$ cat src/rtl/trap_controller_pkg.sv
`default_nettype none
// ============================================================================
// Module      : trap_controller_pkg
// Description : Shared constants for the trap controller:
//               - exception codes (NO_E marks "no exception")
//               - region bases and the reset vector
//               - drain length and its counter width
//               - TC_S_* state encodings
//               - helpers for code validity and vector address formation
// Revision    : 1.0 - initial release
// ============================================================================
package trap_controller_pkg;

  // Exception codes carried by the fetch and execute stages
  localparam logic [3:0] NO_E                    = 4'hF;
  localparam logic [3:0] E_INSTR_ADDR_MISALIGNED = 4'h0;
  localparam logic [3:0] E_INSTR_ACCESS_FAULT    = 4'h1;
  localparam logic [3:0] E_ILLEGAL_INSTR         = 4'h2;
  localparam logic [3:0] E_BREAKPOINT            = 4'h3;
  localparam logic [3:0] E_LOAD_ADDR_MISALIGNED  = 4'h4;
  localparam logic [3:0] E_LOAD_ACCESS_FAULT     = 4'h5;
  localparam logic [3:0] E_STORE_ADDR_MISALIGNED = 4'h6;
  localparam logic [3:0] E_STORE_ADDR_FAULT      = 4'h7;
  localparam logic [3:0] E_ECALL                 = 4'hB;

  // Memory regions, selected by pc[20:18]
  localparam logic [31:0] TRAP_BASE    = 32'h0000_0000;
  localparam logic [31:0] TEXT_BASE    = 32'h0008_0000;
  localparam logic [31:0] RESET_VECTOR = 32'h0004_0000;

  // Cycles the older D/E instructions need to retire ahead of a faulting fetch
  localparam int DRAIN_CYC = 2;
  localparam int DRAIN_W   = $clog2(DRAIN_CYC + 1);

  // Controller state encodings
  typedef logic [2:0] tc_state_t;
  localparam tc_state_t TC_S_RESET = 3'd0;
  localparam tc_state_t TC_S_RUN   = 3'd1;
  localparam tc_state_t TC_S_DRAIN = 3'd2;
  localparam tc_state_t TC_S_TRAP  = 3'd3;
  localparam tc_state_t TC_S_HALT  = 3'd4;

  function automatic logic code_valid(input logic [3:0] code);
    return code != NO_E;
  endfunction

  // Vectored entry: one word per cause inside the trap region
  function automatic logic [31:0] trap_vector(input logic [3:0] cause);
    return TRAP_BASE + {26'd0, cause, 2'b00};
  endfunction

endpackage
`default_nettype wire

$ cat src/rtl/trap_drain_counter.sv
`default_nettype none
// ============================================================================
// Module      : trap_drain_counter
// Description : Load / decrement counter timing the pipeline drain that
//               precedes a fetch-stage trap.
// Ports       : i_clk       clock, rising edge
//               i_rst       asynchronous active-high reset
//               i_load      load i_load_val (has priority over i_dec)
//               i_load_val  drain length
//               i_dec       decrement by one (saturates at zero)
//               o_expire    current cycle is the last drain cycle; the
//                           decrement taken this edge reaches zero
// Revision    : 1.0 - initial release
// ============================================================================
module trap_drain_counter #(
  parameter int WIDTH = 2
) (
  input  logic             i_clk,
  input  logic             i_rst,
  input  logic             i_load,
  input  logic [WIDTH-1:0] i_load_val,
  input  logic             i_dec,
  output logic             o_expire
);

  logic [WIDTH-1:0] r_count;

  always_ff @(posedge i_clk or posedge i_rst) begin
    if (i_rst) begin
      r_count <= '0;
    end else if (i_load) begin
      r_count <= i_load_val;
    end else if (i_dec && (r_count != '0)) begin
      r_count <= r_count - 1'b1;
    end
  end

  // Looking one step ahead lets the trap be taken on the same edge the
  // count hits zero, so the redirect lands right after the last drain cycle.
  assign o_expire = (r_count <= WIDTH'(1));

endmodule
`default_nettype wire

$ cat src/rtl/trap_controller.sv
`default_nettype none
// ============================================================================
// Module      : trap_controller
// Description : Trap entry/exit sequencer for the five-stage RV32 pipeline.
//               Orders fetch/execute exceptions by age, drains the pipeline
//               for fetch faults, redirects into the vectored trap region,
//               latches mepc/mcause and drives region permission flags.
//               Flush/stall outputs are OR-ed with the hazard unit's.
// Ports       : i_clk, i_rst             clock / async active-high reset
//               i_exception_code_f/_e    stage exception codes (NO_E = none)
//               i_pc_f, i_pc_e           stage PCs
//               i_branch_taken_e         execute redirect, younger = wrong path
//               i_mret_e                 return instruction in execute
//               o_reset_permission       executing reset-vector code
//               o_trap_permission        executing trap-handler code
//               o_stall_f                hold PC / IF register
//               o_flush_d, o_flush_e     bubble into D / E
//               o_redirect, o_redirect_pc one-cycle PC load and its value
//               o_mepc, o_mcause         saved trap PC and cause
//               o_halt                   double fault, core frozen
//               o_trap_count             trap entries, saturating
//                                        (only with TRAP_COUNTER_EN)
// Options     : TRAP_COUNTER_EN - adds the saturating trap entry counter
// Revision    : 1.0 - initial release
// ============================================================================
module trap_controller
  import trap_controller_pkg::*;
(
  input  logic        i_clk,
  input  logic        i_rst,
  input  logic [3:0]  i_exception_code_f,
  input  logic [3:0]  i_exception_code_e,
  input  logic [31:0] i_pc_f,
  input  logic [31:0] i_pc_e,
  input  logic        i_branch_taken_e,
  input  logic        i_mret_e,
  output logic        o_reset_permission,
  output logic        o_trap_permission,
  output logic        o_stall_f,
  output logic        o_flush_d,
  output logic        o_flush_e,
  output logic        o_redirect,
  output logic [31:0] o_redirect_pc,
  output logic [31:0] o_mepc,
  output logic [3:0]  o_mcause,
  output logic        o_halt
`ifdef TRAP_COUNTER_EN
  ,
  output logic [15:0] o_trap_count
`endif
);

  tc_state_t   r_state;
  tc_state_t   w_next_state;

  // Transition qualifiers from the next-state process
  logic        w_e_trap;
  logic        w_f_trap;
  logic        w_drain_start;
  logic        w_drain_abort;
  logic        w_mret_exit;
  logic        w_reset_exit;
  logic        w_drain_expire;

  logic        w_e_valid;
  logic        w_f_valid;

  // Pending fetch fault held across the drain
  logic [31:0] r_pend_pc;
  logic [3:0]  r_pend_code;

  // Registered outputs and their next values
  logic        r_reset_perm,  w_reset_perm_nx;
  logic        r_trap_perm,   w_trap_perm_nx;
  logic        r_stall_f,     w_stall_f_nx;
  logic        r_flush_d,     w_flush_d_nx;
  logic        r_flush_e,     w_flush_e_nx;
  logic        r_redirect,    w_redirect_nx;
  logic [31:0] r_redirect_pc, w_redirect_pc_nx;
  logic [31:0] r_mepc,        w_mepc_nx;
  logic [3:0]  r_mcause,      w_mcause_nx;
  logic        r_halt,        w_halt_nx;

  assign w_e_valid = code_valid(i_exception_code_e);
  assign w_f_valid = code_valid(i_exception_code_f);

  trap_drain_counter #(
    .WIDTH (DRAIN_W)
  ) u_drain_counter (
    .i_clk      (i_clk),
    .i_rst      (i_rst),
    .i_load     (w_drain_start),
    .i_load_val (DRAIN_W'(DRAIN_CYC)),
    .i_dec      (r_state == TC_S_DRAIN),
    .o_expire   (w_drain_expire)
  );

  // --------------------------------------------------------------------------
  // State register
  // --------------------------------------------------------------------------
  always_ff @(posedge i_clk or posedge i_rst) begin
    if (i_rst) begin
      r_state <= TC_S_RESET;
    end else begin
      r_state <= w_next_state;
    end
  end

  // --------------------------------------------------------------------------
  // Next-state logic. Execute codes always outrank fetch codes (older
  // instruction). A fetch code behind a taken branch is wrong-path and ignored.
  // --------------------------------------------------------------------------
  always_comb begin
    w_next_state  = r_state;
    w_e_trap      = 1'b0;
    w_f_trap      = 1'b0;
    w_drain_start = 1'b0;
    w_drain_abort = 1'b0;
    w_mret_exit   = 1'b0;
    w_reset_exit  = 1'b0;
    case (r_state)
      TC_S_RESET: begin
        if (w_e_valid || w_f_valid) begin
          w_next_state = TC_S_HALT;
        end else if (i_mret_e) begin
          w_next_state = TC_S_RUN;
          w_reset_exit = 1'b1;
        end
      end
      TC_S_RUN: begin
        if (w_e_valid) begin
          w_next_state = TC_S_TRAP;
          w_e_trap     = 1'b1;
        end else if (w_f_valid && !i_branch_taken_e) begin
          w_next_state  = TC_S_DRAIN;
          w_drain_start = 1'b1;
        end
      end
      TC_S_DRAIN: begin
        if (w_e_valid) begin
          w_next_state = TC_S_TRAP;
          w_e_trap     = 1'b1;
        end else if (i_branch_taken_e) begin
          // The faulting fetch turned out to be wrong-path
          w_next_state  = TC_S_RUN;
          w_drain_abort = 1'b1;
        end else if (w_drain_expire) begin
          w_next_state = TC_S_TRAP;
          w_f_trap     = 1'b1;
        end
      end
      TC_S_TRAP: begin
        // An E code alongside mret is a fault of the mret itself
        if (w_e_valid) begin
          w_next_state = TC_S_HALT;
        end else if (i_mret_e) begin
          w_next_state = TC_S_RUN;
          w_mret_exit  = 1'b1;
        end else if (w_f_valid && !i_branch_taken_e) begin
          w_next_state = TC_S_HALT;
        end
      end
      TC_S_HALT: begin
        w_next_state = TC_S_HALT;
      end
      default: begin
        w_next_state = TC_S_HALT;
      end
    endcase
  end

  // --------------------------------------------------------------------------
  // Output logic: next values of the registered outputs, plus the
  // combinational drain decode for stall_f / flush_d.
  // --------------------------------------------------------------------------
  always_comb begin
    w_halt_nx        = (w_next_state == TC_S_HALT);
    w_reset_perm_nx  = (w_next_state == TC_S_RESET);
    w_trap_perm_nx   = (w_next_state == TC_S_TRAP);
    w_redirect_nx    = w_e_trap | w_f_trap | w_mret_exit | w_reset_exit;
    w_flush_e_nx     = w_redirect_nx | w_halt_nx;
    w_flush_d_nx     = w_redirect_nx | w_drain_abort | w_halt_nx;
    w_stall_f_nx     = w_halt_nx;

    w_redirect_pc_nx = r_redirect_pc;
    w_mepc_nx        = r_mepc;
    w_mcause_nx      = r_mcause;

    if (w_e_trap) begin
      w_redirect_pc_nx = trap_vector(i_exception_code_e);
      w_mepc_nx        = i_pc_e;
      w_mcause_nx      = i_exception_code_e;
    end else if (w_f_trap) begin
      w_redirect_pc_nx = trap_vector(r_pend_code);
      w_mepc_nx        = r_pend_pc;
      w_mcause_nx      = r_pend_code;
    end else if (w_mret_exit) begin
      w_redirect_pc_nx = r_mepc + 32'd4;
    end else if (w_reset_exit) begin
      w_redirect_pc_nx = TEXT_BASE;
    end

    // Drain cycles hold fetch and bubble decode straight from the state
    o_stall_f = r_stall_f | (r_state == TC_S_DRAIN);
    o_flush_d = r_flush_d | (r_state == TC_S_DRAIN);
  end

  // --------------------------------------------------------------------------
  // Output and pending-fault registers
  // --------------------------------------------------------------------------
  always_ff @(posedge i_clk or posedge i_rst) begin
    if (i_rst) begin
      r_reset_perm  <= 1'b1;
      r_trap_perm   <= 1'b0;
      r_stall_f     <= 1'b0;
      r_flush_d     <= 1'b0;
      r_flush_e     <= 1'b0;
      r_redirect    <= 1'b0;
      r_redirect_pc <= 32'd0;
      r_mepc        <= 32'd0;
      r_mcause      <= NO_E;
      r_halt        <= 1'b0;
      r_pend_pc     <= 32'd0;
      r_pend_code   <= NO_E;
    end else begin
      r_reset_perm  <= w_reset_perm_nx;
      r_trap_perm   <= w_trap_perm_nx;
      r_stall_f     <= w_stall_f_nx;
      r_flush_d     <= w_flush_d_nx;
      r_flush_e     <= w_flush_e_nx;
      r_redirect    <= w_redirect_nx;
      r_redirect_pc <= w_redirect_pc_nx;
      r_mepc        <= w_mepc_nx;
      r_mcause      <= w_mcause_nx;
      r_halt        <= w_halt_nx;
      if (w_drain_start) begin
        r_pend_pc   <= i_pc_f;
        r_pend_code <= i_exception_code_f;
      end
    end
  end

  assign o_reset_permission = r_reset_perm;
  assign o_trap_permission  = r_trap_perm;
  assign o_flush_e          = r_flush_e;
  assign o_redirect         = r_redirect;
  assign o_redirect_pc      = r_redirect_pc;
  assign o_mepc             = r_mepc;
  assign o_mcause           = r_mcause;
  assign o_halt             = r_halt;

`ifdef TRAP_COUNTER_EN
  // Counts entries into the trap handler only; double faults go to HALT
  logic [15:0] r_trap_count;

  always_ff @(posedge i_clk or posedge i_rst) begin
    if (i_rst) begin
      r_trap_count <= 16'd0;
    end else if ((w_e_trap || w_f_trap) && (r_trap_count != 16'hFFFF)) begin
      r_trap_count <= r_trap_count + 16'd1;
    end
  end

  assign o_trap_count = r_trap_count;
`endif

endmodule
`default_nettype wire

$ cat config.mk
export PLATFORM = sky130hd
export DESIGN_NAME = trap_controller
export DESIGN_NICKNAME = d
export VERILOG_FILES = /design/src/rtl/trap_controller_pkg.sv /design/src/rtl/trap_drain_counter.sv /design/src/rtl/trap_controller.sv
export SDC_FILE = /design/constraint.sdc
export NUM_CORES = 1
export LEC_CHECK = 0
export ABC_AREA = 1
export BUFFER_PORTS_ARGS = -buffer_cell sky130_fd_sc_hd__buf_4
export CORE_MARGIN = 8
export CORE_UTILIZATION = 45
export CTS_CLUSTER_DIAMETER = 30
export DETAILED_ROUTE_END_ITERATION = 12
export PLACE_DENSITY = 0.72
export SKIP_LAST_GASP = 1
export SYNTH_ARGS = -nofsm -noshare
export SYNTH_HDL_FRONTEND = slang
export SYNTH_SLANG_ARGS = --single-unit
$ cat constraint.sdc
create_clock -name i_clk -period 3.6 [get_ports i_clk]
set_input_delay 0.54 -clock i_clk [delete_from_list [all_inputs] [get_ports i_clk]]
set_output_delay 0.54 -clock i_clk [all_outputs]
set_load 0.02 [all_outputs]
==> metrics.md <==
| Metric | Value |
|---|---|
| Layout Nets | `940` |
| Max-slew headroom | `46.3%` |
| Initial antenna violation count | `0` |
| Primary FF master, synth | `dfrtp_1` |
| Syn Nets | `790` |
| Hpwl dp | `14.2 mm` |
| Crit-path max FO | `34` |
| Seq cells post-synth | `115` |
| Cell count after synthesis | `711` |
| FF/Latch Area | `2890 um2` |
| Async set-reset flop share out of synthesis | `100%` |
| Least-Margin Pin Slew | `0.804 ns` |
| Status | `complete, no violations` |
| GRT Residual Overflow | `0` |
| Gpl congestion | `0.900` |
| FF-to-FF setup slack | `1.16 ns` |
| Largest net degree at the start of global routing | `56` |
| Number of buffers created by CTS | `17` |
| Fin Setup TNS | `0 ns` |
| CTS sink count | `115` |
| R2r worst-path depth | `9` |
| Critical Path Source Type | `flop` |
| Final hold vios | `0` |
| Final clock skew | `0.00769 ns` |
| Final Max Tran Viols | `0` |
| Mean Syn Cell Area | `7.89 um2` |
| Cts hold-fix bufs | `0` |
| Worst skew pair latency | `0.42 ns` |
| Final min period | `2.44 ns` |
| Syn. warnings | `0` |
| Filler Cells Inserted | `1098` |
| Clk root buf | `clkbuf_16` |
| Port Buffers | `150` |
| First drt pass iteration count | `4` |
| Post-DR wirelength/cell | `17.7 um` |
| RSZ-0062 raised after global routing | `false` |
| Pwr per Cell Area | `422 nW/um2` |
| Die W | `128 um` |
| Routed vias/inst | `5.11` |
| Max-cap viol count | `0` |
| Post-layout util | `61.6%` |
| First-pass GRT wire length | `29.0 mm` |
| Post-synthesis sequential area ratio | `51.5%` |
| Power, Total | `3150 uW` |
| Fraction of layout cells with a size suffix above 1 | `24.3%` |
| Routed WL | `18.5 mm` |
| WS Path Type | `reg2reg` |
| Max Root-Sink Buffers | `2` |
| Worst-path clk slew | `0.06 ns` |
| CP arrival | `2.80 ns` |
| Final Setup Violations | `0` |
| Min-Delay Path Class | `in2async` |
| Synth-to-layout area growth | `33.0%` |
| DIE AREA | `16300 um2` |
| Cell variety after synth | `33` |
| RR Endpoint | `o_redirect_pc[3]$_DFFE_PP0P_` |
| Peak Freq | `0.410 GHz` |
| Antenna-violating nets left | `0` |
| CTS tree | `built` |
| FF-to-FF Start | `u_drain_counter.r_count[1]$_DFFE_PP0P_` |
| Final routed DRC violation total | `0` |
| Final Cycle Share | `67.8%` |
| Cell Rows | `40` |
| GRT Util Overall | `23.3%` |
| Area of the core | `12100 um2` |
| Worst Path Required | `3.96 ns` |
| I/O pins | `151` |
| Die Y | `128 um` |
| Post-synth EDFFs | `0` |
| Crit end category | `flop` |
| Initial Utilization | `46.3%` |
| Vias in the first global route | `5245` |
| Commonest non-fill, non-tap cell in the layout | `nand2_1` |
| Post-Synthesis Cell Area | `5610 um2` |
| Antenna diodes | `0` |
| Area used by multi-input combinational logic | `2250 um2` |
| Post-CTS setup buffer count | `0` |
| H-tree depth | `4` |
| Post-CTS resize count | `0` |
| First DRT Iteration DRCs | `386` |
| Commonest cells after routing, fill and taps aside | `266 x nand2_1, 154 x buf_4, 106 x dfrtp_1, 82 x inv_1, 52 x nor2_1` |
| Worst VDD drop | `0.326 mV` |
| DR vias | `5320` |
| Leakage | `0.00398 uW` |
-- flip-flops by register name, summed over array words and instances (netlist names) --
register                 cells
o_mepc                      32
o_redirect                   1
o_halt                       1
o_flush_e                    1
u_drain_counter.r_count      2
o_trap_permission            1
r_pend_code                  4
o_reset_permission           1
o_redirect_pc               32
r_state                      3
r_flush_d                    1
o_mcause                     4
r_pend_pc                   32
-- per-stage QoR --
stage	worst slack [ns]	hold WS (ns)	std cells	cell area (um2)
after global placement	0.962	0.454	1010	6840
after CTS	1.13	0.241	1042	7460
final	1.16	0.216	1042	7460
after floorplan	0.0308	0.442	711	5610
after global routing	0.927	0.269	1042	7460
after detailed placement	0.870	0.455	1010	6840
-- power by group --
group / internal, uW / switching [uW] / leakage, uW / total, uW
Sequential: 1300 / 1.89 / 0.00129 / 1300
Combinational: 56.5 / 52.5 / 0.00241 / 109
Clock: 1110 / 629 / 0.000289 / 1740
Total: 2470 / 683 / 0.00398 / 3150
-- Yosys cell counts, types with 7 or more instances --
cell | count | share of area [%]
dfstp_2 | 9 | 4.2
nand3_1 | 47 | 4.2
o21ai_0 | 34 | 3.0
nor2_1 | 52 | 3.5
inv_1 | 83 | 5.6
dfrtp_1 | 106 | 47
nand4_1 | 7 | 0.78
a21oi_1 | 7 | 0.62
o21ai_1 | 9 | 0.80
o211ai_1 | 10 | 1.3
o221ai_1 | 20 | 3.1
nor3_1 | 7 | 0.62
nand2_1 | 266 | 18
buf_2 | 15 | 1.3
-- cell families after synthesis --
| family | share of synthesized area (%) |
|---|---|
| adder cells (fa/ha/maj) | 0.670 |
| buffers and inverters | 8.30 |
| AO/OA/AOI/OAI | 9.60 |
| flip-flops | 51.5 |
| XOR/XNOR | 0.781 |
| AND/OR/NAND/NOR | 29.1 |
-- worst max-delay path: stages, from the launching register on --
cell	delay (ns)
dfrtp_1	0.39
inv_1	0.08
ha_1	0.17
inv_1	0.06
a21oi_1	0.10
nand3_4	0.30
nand2_4	0.28
nor2_4	0.71
nand2_1	0.15
nand4_1	0.11
-- per-layer routing --
layer / GRT usage, % / wire length [um] / up-vias
met5: 0 / 0 / -
met4: 6.64 / 177 / 0
met3: 5.66 / 1370 / 13
met2: 34.4 / 8360 / 194
met1: 33.1 / 8580 / 2532
li1: - / - / 2581
-- layout make-up --
class / count / area share [%]
flip-flops and latches: 115 / 38.7
multi-input cells: 485 / 30.2
repair buffers: 154 / 15.5
clock buffers: 18 / 5.89
inverters: 88 / 4.46
well taps: 168 / 2.82
clock inverters: 14 / 2.38
-- how the worst max path moves through the flow --
stage                                                 from                           end  slack [ns]  depth (start not counted)
floorplan                                            i_rst           o_flush_e$_DFF_PP0_        0.03                          1
global placement                     i_exception_code_e[1]           r_flush_d$_DFF_PP0_        0.96                          8
detailed placement                   i_exception_code_e[1]           r_flush_d$_DFF_PP0_        0.87                          8
CTS                 u_drain_counter.r_count[1]$_DFFE_PP0P_  o_redirect_pc[0]$_DFFE_PP0P_        1.13                          9
global route        u_drain_counter.r_count[1]$_DFFE_PP0P_  o_redirect_pc[8]$_DFFE_PP0P_        0.93                          9
finish              u_drain_counter.r_count[1]$_DFFE_PP0P_  o_redirect_pc[3]$_DFFE_PP0P_        1.16                          9
(Power assumes the default switching activity.)
